==> config.mk <==
export PLATFORM = sky130hd
export DESIGN_NAME = retire_stage
export DESIGN_NICKNAME = d
export VERILOG_FILES = /design/src/rtl/retire_stage_pkg.sv /design/src/rtl/retire_stage_arch_map_table.sv /design/src/rtl/retire_stage.sv
export SDC_FILE = /design/constraint.sdc
export NUM_CORES = 1
export LEC_CHECK = 0
export BUFFER_PORTS_ARGS = -buffer_cell sky130_fd_sc_hd__buf_2
export CAP_MARGIN = 20
export CELL_PAD_IN_SITES_DETAIL_PLACEMENT = 0
export CELL_PAD_IN_SITES_GLOBAL_PLACEMENT = 1
export CORE_MARGIN = 10
export CORE_UTILIZATION = 41
export CTS_BUF_LIST = sky130_fd_sc_hd__clkbuf_8
export CTS_CLUSTER_SIZE = 25
export DETAILED_ROUTE_END_ITERATION = 6
export PLACE_DENSITY_LB_ADDON = 0.1
export RECOVER_POWER = 100
export SYNTH_ARGS = -nofsm -noshare
export SYNTH_HDL_FRONTEND = slang
export SYNTH_SLANG_ARGS = --single-unit
export TNS_END_PERCENT = 5
==> constraint.sdc <==
create_clock -name clock -period 4.3 [get_ports clock]
set_clock_uncertainty 0.05 [all_clocks]
set_input_delay 0.43 -clock clock [delete_from_list [all_inputs] [get_ports clock]]
set_output_delay 0.43 -clock clock [all_outputs]
set_load 0.05 [all_outputs]
==> src/rtl/retire_stage_pkg.sv <==
// Shared types and sizing for the retire stage: ROB retire packets, free-list
// return packets and the RUN/HALTED state encoding.
package retire_stage_pkg;

  localparam int N               = 3;
  localparam int PHYS_REG_SZ     = 64;
  localparam int ARCH_REG_SZ     = 32;
  localparam int NUM_SCALAR_BITS = $clog2(N + 1);
  localparam int PREG_BITS       = $clog2(PHYS_REG_SZ);
  localparam int ARCH_BITS       = $clog2(ARCH_REG_SZ);

  typedef struct packed {
    logic                 complete;
    logic                 halt;
    logic                 mispredict;
    logic [4:0]           dest_reg;
    logic [PREG_BITS-1:0] t;
    logic [PREG_BITS-1:0] t_old;
  } ROB_RETIRE_PACKET;

  typedef struct packed {
    logic                 valid;
    logic [PREG_BITS-1:0] preg;
  } RETIRE_FREE_PACKET;

  localparam logic [0:0] STATE_RUN    = 1'b0;
  localparam logic [0:0] STATE_HALTED = 1'b1;

endpackage

==> src/rtl/retire_stage_arch_map_table.sv <==
// Committed architectural-to-physical map with N write ports; a younger lane
// overrides an older lane writing the same architectural register.
module arch_map_table
  import retire_stage_pkg::*;
(
  input  logic                                   clock,
  input  logic                                   reset,
  input  logic [N-1:0]                           i_wrEn,
  input  logic [N-1:0][ARCH_BITS-1:0]            i_wrIdx,
  input  logic [N-1:0][PREG_BITS-1:0]            i_wrData,
  output logic [ARCH_REG_SZ-1:0][PREG_BITS-1:0]  o_map
);

  logic [ARCH_REG_SZ-1:0][PREG_BITS-1:0] r_map;

  // Lanes are visited oldest first, so the last non-blocking write (youngest) wins.
  always_ff @(posedge clock) begin
    if (reset) begin
      for (int i = 0; i < ARCH_REG_SZ; i++) begin
        r_map[i] <= PREG_BITS'(i);
      end
    end else begin
      for (int k = 0; k < N; k++) begin
        if (i_wrEn[k]) begin
          r_map[i_wrIdx[k]] <= i_wrData[k];
        end
      end
    end
  end

  assign o_map = r_map;

endmodule

==> src/rtl/retire_stage.sv <==
// In-order commit engine: picks how many ROB head entries retire, updates the
// committed map, returns old tags to the free list, and raises flush/halt.
module retire_stage
  import retire_stage_pkg::*;
(
  input  logic                                   clock,
  input  logic                                   reset,
  input  ROB_RETIRE_PACKET [N-1:0]               rob_outputs,
  input  logic [N-1:0]                           outputs_valid,
  output logic [NUM_SCALAR_BITS-1:0]             num_retiring,
  output logic [N-1:0]                           free_valid,
  output logic [N-1:0][PREG_BITS-1:0]            free_preg,
  output logic [ARCH_REG_SZ-1:0][PREG_BITS-1:0]  arch_map,
  output logic                                   flush,
  output logic                                   halted,
  output logic [63:0]                            retired_count
);

  logic [0:0]                     r_state;
  RETIRE_FREE_PACKET [N-1:0]      r_free;
  logic                           r_flush;
  logic [63:0]                    r_retiredCount;

  logic [NUM_SCALAR_BITS-1:0]     w_numRetiring;
  logic                           w_stop;
  logic                           w_anyMispredict;
  logic                           w_anyHalt;
  logic [N-1:0]                   w_wrEn;
  logic [N-1:0][ARCH_BITS-1:0]    w_wrIdx;
  logic [N-1:0][PREG_BITS-1:0]    w_wrData;

  // Walk the head in age order; a mispredict or halt retires but ends the group.
  always_comb begin
    w_numRetiring   = '0;
    w_stop          = 1'b0;
    w_anyMispredict = 1'b0;
    w_anyHalt       = 1'b0;
    if (!reset && r_state == STATE_RUN) begin
      for (int i = 0; i < N; i++) begin
        if (!w_stop) begin
          if (outputs_valid[i] && rob_outputs[i].complete) begin
            w_numRetiring = NUM_SCALAR_BITS'(i + 1);
            if (rob_outputs[i].mispredict) w_anyMispredict = 1'b1;
            if (rob_outputs[i].halt)       w_anyHalt       = 1'b1;
            if (rob_outputs[i].mispredict || rob_outputs[i].halt) w_stop = 1'b1;
          end else begin
            w_stop = 1'b1;
          end
        end
      end
    end
  end

  always_comb begin
    for (int k = 0; k < N; k++) begin
      w_wrEn[k]   = (NUM_SCALAR_BITS'(k) < w_numRetiring) &&
                    (rob_outputs[k].dest_reg != 5'd0);
      w_wrIdx[k]  = ARCH_BITS'(rob_outputs[k].dest_reg);
      w_wrData[k] = rob_outputs[k].t;
    end
  end

  arch_map_table u_archMap (
    .clock    (clock),
    .reset    (reset),
    .i_wrEn   (w_wrEn),
    .i_wrIdx  (w_wrIdx),
    .i_wrData (w_wrData),
    .o_map    (arch_map)
  );

  // Registered side effects of this cycle's retirement group.
  always_ff @(posedge clock) begin
    if (reset) begin
      r_state        <= STATE_RUN;
      r_free         <= '0;
      r_flush        <= 1'b0;
      r_retiredCount <= '0;
    end else begin
      for (int k = 0; k < N; k++) begin
        r_free[k].valid <= w_wrEn[k];
        r_free[k].preg  <= w_wrEn[k] ? rob_outputs[k].t_old : '0;
      end
      r_flush        <= w_anyMispredict;
      r_retiredCount <= r_retiredCount + 64'(w_numRetiring);
      if (w_anyHalt) begin
        r_state <= STATE_HALTED;
      end
    end
  end

  always_comb begin
    for (int k = 0; k < N; k++) begin
      free_valid[k] = r_free[k].valid;
      free_preg[k]  = r_free[k].preg;
    end
  end

  assign num_retiring  = w_numRetiring;
  assign flush         = r_flush;
  assign halted        = (r_state == STATE_HALTED);
  assign retired_count = r_retiredCount;

endmodule

# Word-level counts from Yosys, hierarchy flattened
# Cells that the tools add are included.
totals:
  in_bits: 65
  register_bits: 279
classes:
  magnitude_cmp: 9
  n_reduce_logical: 20
  mux: 44
  bitwise: 5
  n_addsub: 1
ops:
  columns: ["cell", "count"]
  rows:
  - ["two-way mux 192 bit", 5]
  - ["bitwise mux 192 bit", 3]
  - ["demux 6 bit (select 5 bit)", 3]
  - ["adder 64 x 2 -> 64 bit", 1]
  - ["two-way mux 1 bit", 25]
  - ["less-than comparator 5 x 6 -> 1 bit (second input constant)", 3]
  - ["two-way mux 6 bit", 3]
  - ["greater-or-equal comparator 5 x 1 -> 1 bit (second input constant)", 3]
  - ["nonzero test 5 bit", 3]
  - ["logical AND 1 bit", 10]
  - ["two-way mux 2 bit", 5]
  - ["OR reduction 2 bit", 4]
  - ["inverter 1 bit", 5]
  - ["less-than comparator 1 x 2 -> 1 bit (first input constant)", 2]
  - ["logical OR 1 bit", 2]
  - ["less-than comparator 2 bit (first input constant)", 1]
  - ["logical NOT 1 bit", 1]

# Longest topological paths before layout
# Gate-level depths: netlist of the first run.
logic_depth:
  ltp_word: 17
  mapped_depth: 15

# Hierarchy
# Synthesis of the first run repeated with hierarchy kept, for this count alone.
unflattened:
  hier_cells: 1710
  area_unflattened_um2: 14530.2
modules_own_cells:
  columns: ["mod", "instances", "cells_each", "area_per_inst_um2", "seq_area_each_um2"]
  rows:
  - ["arch_map_table", 1, 1263, 10606.4, 3843.7]
  - ["retire_stage", 1, 447, 3923.8, 1741.7]

# Least setup slack after synthesis of the first run
# Ideal clock, no wire load.
synth_timing:
  path_type: "input -> register"
  startpoint: "input reset"
  endpoint: "register r_retiredCount[40], in the netlist retired_count[40]"
  setup_ns: 0.070
  path_slack_ns: -0.461
  path_stages: 14
  required_ns: 4.180
  arrival_ns: 4.641
  cell_sequence: "clkbuf_1 > nand4bb_1 > buf_1 > clkbuf_1 > clkbuf_1 > a21oi_1 > ha_1 > inv_1 > fa_1 > nand4b_1 > nor4_2 > nand2_1 > or4_1 > a21oi_1"
synth_between:
  elab_chain_len: 4
synth_rtl:
  columns: ["element", "line_no", "source"]
  rows:
  - ["start, declared", "retire_stage.sv:7", "input logic reset,"]
  - ["logical NOT 1 bit", "retire_stage.sv:38", "if (!reset && r_state == STATE_RUN) begin"]
  - ["logical AND 1 bit", "retire_stage.sv:38", null]
  - ["two-way mux 2 bit", "retire_stage.sv:38", null]
  - ["named net num_retiring[0]", "retire_stage.sv:10", "output logic [NUM_SCALAR_BITS-1:0] num_retiring,"]
  - ["adder 64 x 2 -> 64 bit", "retire_stage.sv:85", "r_retiredCount <= r_retiredCount + 64'(w_numRetiring);"]
  - ["end signal, assigned", "retire_stage.sv:85", null]
  - ["end, declared", "retire_stage.sv:22", "logic [63:0] r_retiredCount;"]
# The timed path passes the listed nets, and every way through them passes these cells.
# A chain may end at the register's enable or synchronous reset.

# Worst setup path in the final report of the first run
layout_timing:
  startpoint: "input reset"
  endpoint: "register u_archMap.r_map (netlist bit u_archMap.o_map[68])"
layout_between:
  elab_chain_len: 12
  word_cells_on_any_way: 16
  cone_classes: "3 x order compare; 8 x mux; 5 x reduce/logical"
layout_rtl:
  columns: ["element", "line_no", "source"]
  rows:
  - ["logical NOT 1 bit", "retire_stage.sv:38", null]
  - ["logical AND 1 bit", "retire_stage.sv:38", null]
  - ["two-way mux 2 bit", "retire_stage.sv:38", null]
  - ["less-than comparator 1 x 2 -> 1 bit", "retire_stage.sv:56", "w_wrEn[k] = (NUM_SCALAR_BITS'(k) < w_numRetiring) &&"]
  - ["logical AND 1 bit", "retire_stage.sv:56", null]
  - ["two-way mux 192 bit", "retire_stage_arch_map_table.sv:24", "if (i_wrEn[k]) begin"]
  - ["two-way mux 192 bit", "retire_stage_arch_map_table.sv:18", "if (reset) begin"]
  - ["bitwise mux 192 bit", "retire_stage_arch_map_table.sv:25", "r_map[i_wrIdx[k]] <= i_wrData[k];"]
  - ["two-way mux 192 bit", "retire_stage_arch_map_table.sv:24", null]
  - ["two-way mux 192 bit", "retire_stage_arch_map_table.sv:18", null]
  - ["bitwise mux 192 bit", "retire_stage_arch_map_table.sv:25", null]
  - ["two-way mux 192 bit", "retire_stage_arch_map_table.sv:24", null]
  - ["end signal, assigned by index", "retire_stage_arch_map_table.sv:20", "r_map[i] <= PREG_BITS'(i);"]
  - ["end signal, assigned by index", "retire_stage_arch_map_table.sv:25", null]
  - ["end, declared", "retire_stage_arch_map_table.sv:14", "logic [ARCH_REG_SZ-1:0][PREG_BITS-1:0] r_map;"]
# Several ways; a longest one is shown, not always the timed one. The select of a mux whose other input is x is not followed.

==> results of run 1 <==
## metrics by stage
step | hold slack (ns) | total power (uW)
floorplan | 0.4979 | 2931
global placement | 0.4007 | 3137
detailed placement | 0.4036 | 3138
CTS | 0.04915 | 5755
global route | 0.08852 | 5888
finish | 0.07942 | 5733
## timing repair
action | CTS | global route
hold endpoints to repair | 19 | 0
buffers inserted | 0 | 0
hold buffers | 19 | 0
## cell families after synthesis
group | count (synthesis)
multiplexers | 97
XOR/XNOR | 30
AND/OR/NAND/NOR | 701
flip-flops | 279
buffers and inverters | 215
adder cells (fa/ha/maj) | 3
AO/OA/AOI/OAI | 630
## registers in the layout, summed over array words and instances (netlist names)
| name | cells |
|---|---|
| u_archMap.o_map | 192 |
| retired_count | 64 |
| flush | 1 |
| halted | 1 |
| free_preg | 18 |
| free_valid | 3 |
## power groups by stage
stage                     Clock, uW  Combinational (uW)  Sequential [uW]
after detailed placement          0                 483             2650
after global placement            0                 482             2650
after CTS                      2660                 498             2600
after floorplan                   0                 250             2680
after global routing           2760                 526             2600
final                          2620                 514             2600
## layer usage
metal  GRT usage  up-vias  part of all wire
met1      0.3875     8491              0.41
li1            -     7995                 -
met5           0        -           0.00014
met4      0.1383        2             0.041
met3     0.07165      193             0.097
met2      0.4610     1020              0.45
## layout by cell type (no fill, tap or decap), types with 9 or more instances in the layout
cell / n
sky130_fd_sc_hd__xor2_1: 14
sky130_fd_sc_hd__a21o_1: 15
sky130_fd_sc_hd__nand2_1: 163
sky130_fd_sc_hd__clkbuf_8: 68
sky130_fd_sc_hd__buf_2: 63
sky130_fd_sc_hd__nor4_1: 36
sky130_fd_sc_hd__or3_1: 41
sky130_fd_sc_hd__buf_4: 52
sky130_fd_sc_hd__o211ai_1: 88
sky130_fd_sc_hd__nor2b_1: 15
sky130_fd_sc_hd__and4_1: 18
sky130_fd_sc_hd__and2_0: 12
sky130_fd_sc_hd__mux2i_1: 97
sky130_fd_sc_hd__nor3_1: 9
sky130_fd_sc_hd__o31ai_1: 43
sky130_fd_sc_hd__inv_1: 34
sky130_fd_sc_hd__a31oi_1: 26
sky130_fd_sc_hd__o22ai_1: 66
sky130_fd_sc_hd__a211o_1: 83
sky130_fd_sc_hd__diode_2: 9
sky130_fd_sc_hd__nor2_1: 126
sky130_fd_sc_hd__dfxtp_1: 279
sky130_fd_sc_hd__a21oi_1: 214
sky130_fd_sc_hd__clkbuf_1: 289
sky130_fd_sc_hd__xnor2_1: 16
sky130_fd_sc_hd__nand3_1: 83
sky130_fd_sc_hd__and2_1: 15
sky130_fd_sc_hd__o21ai_0: 68
sky130_fd_sc_hd__nand4_1: 110
sky130_fd_sc_hd__dlygate4sd3_1: 19
## area by class of cell
cell class                      count  area, sq um  share of cell area
Antenna cell                        9        22.52            0.001215
Sequential cell                   279         5585              0.3014
Multi-Input combinational cell   1461         9164              0.4945
Clock inverter                     22        93.84            0.005064
Timing Repair Buffer              430         2018              0.1089
Inverter                           19        71.32            0.003849
Tap cell                          511        639.4             0.03450
Clock buffer                       68        935.9             0.05051
## worst min-delay path by stage
stage / start / slack [ns] / depth (start not counted) / endpoint
CTS: outputs_valid[0] / 0.05 / 3 / halted
floorplan: rob_outputs[47] / 0.50 / 1 / u_archMap.o_map[157]
finish: outputs_valid[0] / 0.08 / 3 / halted
global placement: u_archMap.o_map[5] / 0.40 / 1 / u_archMap.o_map[5]
detailed placement: u_archMap.o_map[0] / 0.40 / 1 / u_archMap.o_map[0]
global route: outputs_valid[0] / 0.09 / 3 / halted
## worst max-delay path: cells and delay by family
kind	cells	cell delay, ns
and+or+nand+nor	4	1.34
buffers and inverters	5	2.48
AOI/OAI and AO/OA	1	0.18
==> results.rst, run 1 <==
.. list-table::
   :header-rows: 1

   * - Metric
     - Value
   * - Path type of the worst min-delay path
     - in2reg
   * - Setup crit end kind
     - register
   * - Sort of element at the start of the critical path
     - input pin
   * - Final instance area
     - 0.01853 sq mm
   * - Sum of overflow across all layers after global routing
     - 0
   * - Result of the run
     - complete, but fails checks
   * - Leading register cell type out of synthesis
     - sky130_fd_sc_hd__dfxtp_1
   * - DRC violations left
     - 0
   * - Fraction of synthesized area in multiplexers
     - 0.06265
   * - Area growth, synth to finish
     - 19.56%
   * - Share of the synthesized netlist area taken by xor and xnor gates
     - 0.01695
   * - Filler cell count
     - 3885
   * - Crit-path max FO
     - 67
   * - Detailed Place HPWL
     - 47640 microns
   * - Drt first-iter violations
     - 1711
   * - Biggest area contributors in the synthesized netlist
     - sky130_fd_sc_hd__dfxtp_1 (36%), sky130_fd_sc_hd__a21oi_1 (6.9%), sky130_fd_sc_hd__mux2i_1 (6.3%), sky130_fd_sc_hd__a211o_1 (4.7%), sky130_fd_sc_hd__nand4_1 (4.4%)
   * - Final setup vio count
     - 0
   * - Sw Ratio
     - 0.2864
   * - TritonCTS Buffers
     - 51
   * - Wire length of the first global-routing pass
     - 108200 microns
   * - Total placed cells including tap cells
     - 2681
   * - Post-synth EDFFs
     - 0
   * - Slowest CP cell
     - sky130_fd_sc_hd__clkbuf_2
   * - Fraction of the mapped netlist area in compound gates
     - 0.2606
   * - Synth warnings
     - 0
   * - Final routed wire length divided by cell count
     - around 26 microns
   * - Die width
     - 214.4 microns
   * - Fmax
     - 251.7 MHz
   * - Maximum count of clock buffers along a single path
     - 3
   * - CP cell instances
     - dlygate4sd3_1 > clkbuf_1 > nor4bb_4 > clkbuf_2 > nand4_1 > clkbuf_2 > nor2_1 > clkbuf_1 > nand2_1 > a21oi_1
   * - Port bufs
     - ~350
   * - Total count of hold-check failures in the final report
     - 0
   * - Most instantiated cells after synthesis
     - sky130_fd_sc_hd__dfxtp_1 (279), sky130_fd_sc_hd__a21oi_1 (215), sky130_fd_sc_hd__clkbuf_1 (173), sky130_fd_sc_hd__nand2_1 (163), sky130_fd_sc_hd__nor2_1 (126)
   * - Post-synthesis area per instance
     - 7.928 sq um
   * - Launch point of the worst reg-to-reg path
     - halted
   * - Number of distinct library cell variants in the gate-level netlist after synthesis
     - 56
   * - Ratio of routed vias to standard cells
     - 6.324
   * - Failing checks
     - max-capacitance violations, max-slew violations
   * - Required @ worst endpoint
     - 4.78 ns
   * - Worst R2R End
     - u_archMap.o_map[68]
   * - Floorplan row count
     - 71
   * - Combined area of all synthesized cells
     - 0.01550 sq mm
   * - Final Net Count
     - 2310
   * - DP Worst Slack
     - 0.4112 ns
   * - PnR worst setup slack
     - 0.3278 ns
   * - Critical path class
     - in2reg
   * - Dominant combinational cell family by area after synthesis
     - compound AO/OA/AOI/OAI gates
   * - Startpoint of the worst setup timing path
     - reset
   * - Switching power of the nets
     - ~1600 uW
   * - Count of maximum capacitance violations
     - 4
   * - Adder-cell share of the synthesized area
     - 0.002906
   * - Clock insertion delay at the later pin of the skew report
     - roughly 0.64 ns
   * - Initial cell density of the core
     - 0.4134
   * - Proportion of power drawn by flip-flops and latches
     - 0.453
   * - Clock Sinks
     - about 280
   * - Clock input transition at the sequential cells of the worst setup and hold paths
     - 0.06 ns
   * - Leakage power figure
     - 0.006366 uW
   * - Largest net degree at the start of global routing
     - 87
   * - ANT nets after route
     - 0
   * - Simple-gate portion of the synthesized area
     - 0.2435
   * - Cell count after synthesis
     - 1955
   * - Area enclosed by the die boundary
     - 0.04598 sq mm
   * - Initial antenna violation count
     - 10
   * - Share of cells above drive strength 1
     - 0.09829
   * - Most numerous cell in the Yosys netlist
     - sky130_fd_sc_hd__dfxtp_1
   * - Number of detailed-route iterations in the first pass
     - 6
   * - Critical Path Max Stage Delay
     - 1.20 ns
   * - Arrival time at the worst endpoint
     - 4.45 ns
   * - Synthesized net count
     - 2023
   * - Slew at the pin with the worst max-slew slack
     - just under 2 ns
   * - Vias after detailed routing
     - 17700
   * - Slew headroom
     - -0.3012
   * - H-tree level count
     - 2
   * - Fin crit period
     - between 3 and 4 ns
   * - Clk pwr share
     - 0.457
   * - Slack of the worst reg-to-reg path
     - 0.46 ns
   * - Peak VDD IR
     - about 0.21 mV
   * - Capture point of the critical path
     - u_archMap.o_map[68]
   * - Placeable core region
     - about 0.037 sq mm
   * - Post-Route Setup TNS
     - 0 ns
   * - Ports
     - 346
   * - Unrepaired setup endpoints after global routing
     - false
   * - Pwr/cell area
     - 309.4 mW/mm^2
   * - Share of total power in combinational logic
     - 0.090
   * - RePlAce Congestion
     - 0.9002
   * - Portion of the post-synthesis area used by sequential elements
     - 0.3604
   * - Final standard cell count with taps included and fillers excluded
     - 2799
   * - Area share of the leading cell type in the synthesized netlist
     - 0.3604
   * - Biggest area consumer among synthesized cells
     - sky130_fd_sc_hd__dfxtp_1
   * - Final Routed Wirelength
     - 73150 microns
   * - Number of flip-flops and latches in the synthesized netlist
     - about 280
   * - GR Util All Layers
     - 0.2989
   * - Number of cells upsized or downsized after cts
     - 0
   * - Share of async-settable or async-resettable flops after synthesis
     - 0
   * - Die Height
     - about 210 microns
   * - Post-place instance area
     - 0.01770 sq mm
   * - Clock tree from TritonCTS
     - yes
   * - Internal portion of total power
     - 4091 uW
   * - Layout Utilization
     - 0.4943
   * - Worst reg2reg path depth
     - 8
   * - Slew Viols, Final
     - 308
   * - Cell chosen for the clock root
     - sky130_fd_sc_hd__clkbuf_8
   * - Via count of the first global-routing pass
     - 16650
   * - Final clock period utilization by the worst path
     - 0.9238
Note: power is estimated with default switching activity, not from simulation.
==> run 2: changes to the inputs <==
--- a/config.mk
+++ b/config.mk
@@ -10,10 +10,11 @@
 export CELL_PAD_IN_SITES_DETAIL_PLACEMENT = 0
 export CELL_PAD_IN_SITES_GLOBAL_PLACEMENT = 1
 export CORE_MARGIN = 10
-export CORE_UTILIZATION = 41
+export CORE_UTILIZATION = 40
 export CTS_BUF_LIST = sky130_fd_sc_hd__clkbuf_8
 export CTS_CLUSTER_SIZE = 25
 export DETAILED_ROUTE_END_ITERATION = 6
+export GPL_TIMING_DRIVEN = 0
 export PLACE_DENSITY_LB_ADDON = 0.1
 export RECOVER_POWER = 100
 export SYNTH_ARGS = -nofsm -noshare
==> results.rst, run 2 (synthesized netlist as in run 1, its figures left out) <==
.. list-table::
   :header-rows: 1

   * - Metric
     - Value
   * - Sum of overflow across all layers after global routing
     - 0 (unchanged)
   * - Leakage power figure
     - 0.006454 uW (+1.4%)
   * - Slew at the pin with the worst max-slew slack
     - 1.314 ns (-0.6375 ns)
   * - Area growth, synth to finish
     - 22.94%
   * - Largest net degree at the start of global routing
     - 13 (-85%)
   * - Sort of element at the start of the critical path
     - register
   * - ANT nets after route
     - 0 (unchanged)
   * - Failing checks
     - design-rule violations
   * - Clock tree from TritonCTS
     - yes
   * - Final clock period utilization by the worst path
     - 0.9690 (+0.04518)
   * - Die width
     - 216.8 microns (+1.1%)
   * - Initial cell density of the core
     - 0.4029 (-0.01052)
   * - Final routed wire length divided by cell count
     - 30.63 microns (+17%)
   * - Ports
     - 346 (unchanged)
   * - Setup crit end kind
     - register
   * - Area of the multi-input gates
     - 0.009107 sq mm (-0.61%)
   * - Ratio of routed vias to standard cells
     - 6.522 (+3.1%)
   * - GR Util All Layers
     - 0.3621 (+0.06316)
   * - Clock Sinks
     - 279 (unchanged)
   * - Leading cell type in the layout, fill and taps excluded
     - sky130_fd_sc_hd__clkbuf_1
   * - Placeable core region
     - 0.03847 sq mm (+2.6%)
   * - Initial antenna violation count
     - 3 (-7)
   * - Worst R2R End
     - retired_count[40]
   * - Final Routed Wirelength
     - 90000 microns (+23%)
   * - H-tree level count
     - 2 (unchanged)
   * - Vias after detailed routing
     - 19160 (+8.3%)
   * - Cell chosen for the clock root
     - sky130_fd_sc_hd__clkbuf_8
   * - Commonest cells after routing, fill and taps aside
     - sky130_fd_sc_hd__clkbuf_1 (461), sky130_fd_sc_hd__dfxtp_1 (279), sky130_fd_sc_hd__a21oi_1 (214)
   * - Critical path class
     - reg2reg
   * - Share of cells above drive strength 1
     - 0.07199 (-0.02630)
   * - Largest register FFs
     - 192 (unchanged)
   * - Clock input transition at the sequential cells of the worst setup and hold paths
     - 0.06 ns (about the same)
   * - Worst reg2reg path depth
     - 15 (+7)
   * - Area of all sequential standard cells
     - 0.005585 sq mm (unchanged)
   * - Required @ worst endpoint
     - 4.80 ns (+0.02 ns)
   * - Via count of the first global-routing pass
     - 17950 (+7.8%)
   * - Final setup vio count
     - 0 (unchanged)
   * - Port bufs
     - 336 (-2.6%)
   * - Final Net Count
     - 2445 (+5.8%)
   * - Pwr/cell area
     - 330.8 mW/mm^2 (+6.9%)
   * - Launch point of the worst reg-to-reg path
     - halted
   * - Final standard cell count with taps included and fillers excluded
     - 2938 (+5.0%)
   * - Peak VDD IR
     - 0.2029 mV (-4.5%)
   * - Fin crit period
     - 4.166 ns (+0.1943 ns)
   * - Result of the run
     - complete, but fails checks
   * - Clock insertion delay at the later pin of the skew report
     - 0.66 ns (+0.02 ns)
   * - Total placed cells including tap cells
     - 2816 (+5.0%)
   * - Slack of the worst reg-to-reg path
     - 0.13 ns (-0.33 ns)
   * - Maximum count of clock buffers along a single path
     - 3 (unchanged)
   * - TritonCTS Buffers
     - 50 (-2.0%)
   * - Detailed Place HPWL
     - 65220 microns (+37%)
   * - Layout Utilization
     - 0.4953 (+0.001056)
   * - Wire length of the first global-routing pass
     - 127300 microns (+18%)
   * - Filler cell count
     - 4129 (+6.3%)
   * - Area enclosed by the die boundary
     - 0.04702 sq mm (+2.3%)
   * - Unrepaired setup endpoints after global routing
     - false
   * - Fmax
     - 240.0 MHz (-4.7%)
   * - Drt first-iter violations
     - 2566 (+50%)
   * - Count of maximum capacitance violations
     - 0 (-4)
   * - Total Power
     - 6304 uW (+10%)
   * - Total count of hold-check failures in the final report
     - 0 (unchanged)
   * - Path type of the worst min-delay path
     - in2reg
   * - RePlAce Congestion
     - 1.070 (+19%)
   * - Floorplan row count
     - 72 (+1.4%)
   * - Slew headroom
     - 0.1238 (+0.4250)
   * - DRC violations left
     - 1 (+1)
   * - Crit-path max FO
     - 10 (-85%)
   * - Slew Viols, Final
     - 0 (-100%)
   * - Startpoint of the worst setup timing path
     - halted
   * - Arrival time at the worst endpoint
     - 4.67 ns (+0.22 ns)
   * - Capture point of the critical path
     - retired_count[40]
   * - Number of detailed-route iterations in the first pass
     - 7 (+1)
   * - Die Height
     - 216.8 microns (+1.1%)
[run 2: changes by cell type in the layout (fill, tap and decap cells not counted), moves of 6 or more]
cell                        before  now
sky130_fd_sc_hd__buf_4          52    2
sky130_fd_sc_hd__diode_2         9    3
sky130_fd_sc_hd__bufinv_16       0    7
sky130_fd_sc_hd__buf_1           0    9
sky130_fd_sc_hd__buf_8           0    7
sky130_fd_sc_hd__clkbuf_1      289  461
[run 2: worst min path at each step]
stage / startpoint / endpoint / slack (ns) / cells after the start
2_1_floorplan: rob_outputs[47] / u_archMap.o_map[157] / 0.50 / 1
3_3_place_gp: u_archMap.o_map[0] / u_archMap.o_map[0] / 0.40 / 1
3_5_place_dp: u_archMap.o_map[3] / u_archMap.o_map[3] / 0.41 / 1
4_1_cts: rob_outputs[50] / u_archMap.o_map[160] / 0.006 / 2
5_1_grt: rob_outputs[50] / u_archMap.o_map[160] / 0.03 / 2
6_report: rob_outputs[50] / u_archMap.o_map[160] / 0.04 / 2
[run 2: cell type report]
class / instances / area share
clock inverters: 26 / 0.01504
multi-input cells: 1461 / 0.4780
diodes: 3 / 0.0003940
inverters: 19 / 0.003743
well taps: 518 / 0.03401
repair buffers: 370 / 0.08871
flip-flops and latches: 279 / 0.2931
plain buffers: 196 / 0.03933
clock buffers: 66 / 0.04767
[run 2: per-layer routing]
metal	wire length, microns	global-route usage
met1	35200	0.4627
met4	5702	0.2000
met3	10560	0.09986
met2	38550	0.5436
met5	0	0
[run 2: power by group]
part	leakage (uW)	total (uW)	switching [uW]	internal, uW
clock network	0.000669	3050	1260	1790
registers	0.00225	2600	4.83	2590
logic	0.00353	656	534	121
total	0.00645	6300	1800	4500
[run 2: per-stage QoR]
| step | TNS [ns] | worst slack [ns] | instance area [sq um] | hold slack, ns |
|---|---|---|---|---|
| finish | 0 | 0.1335 | 19050 | 0.03899 |
| detailed placement | -24.96 | -0.9850 | 17940 | 0.4073 |
| global route | 0 | 0.01940 | 19050 | 0.03450 |
| CTS | 0 | 0.07948 | 19370 | 0.006148 |
| global placement | -24.47 | -0.9475 | 17840 | 0.3979 |
| floorplan | 0 | 0.06605 | 15510 | 0.4979 |
[run 2: worst max-delay path, stage by stage (launching register included)]
cell                        delay, ns
sky130_fd_sc_hd__dfxtp_1         0.34
sky130_fd_sc_hd__nand4bb_1       0.22
sky130_fd_sc_hd__buf_2           0.27
sky130_fd_sc_hd__clkbuf_2        0.25
sky130_fd_sc_hd__clkbuf_4        0.30
sky130_fd_sc_hd__a21oi_4         0.18
sky130_fd_sc_hd__ha_1            0.20
sky130_fd_sc_hd__inv_1           0.07
sky130_fd_sc_hd__fa_1            0.41
sky130_fd_sc_hd__nand4b_1        0.20
sky130_fd_sc_hd__buf_4           0.18
sky130_fd_sc_hd__nor4_1          0.29
sky130_fd_sc_hd__buf_4           0.23
sky130_fd_sc_hd__nand2_1         0.17
sky130_fd_sc_hd__or4_1           0.52
sky130_fd_sc_hd__a21oi_1         0.18
[run 2: timing repair]
item / CTS / global route
buffers inserted: 1 / 1
resized for setup: 5 / 6
endpoints found under the hold margin: 21 / 0
hold buffers: 21 / 0
pin swaps: 1 / 0
setup endpoints to repair: 33 / 22
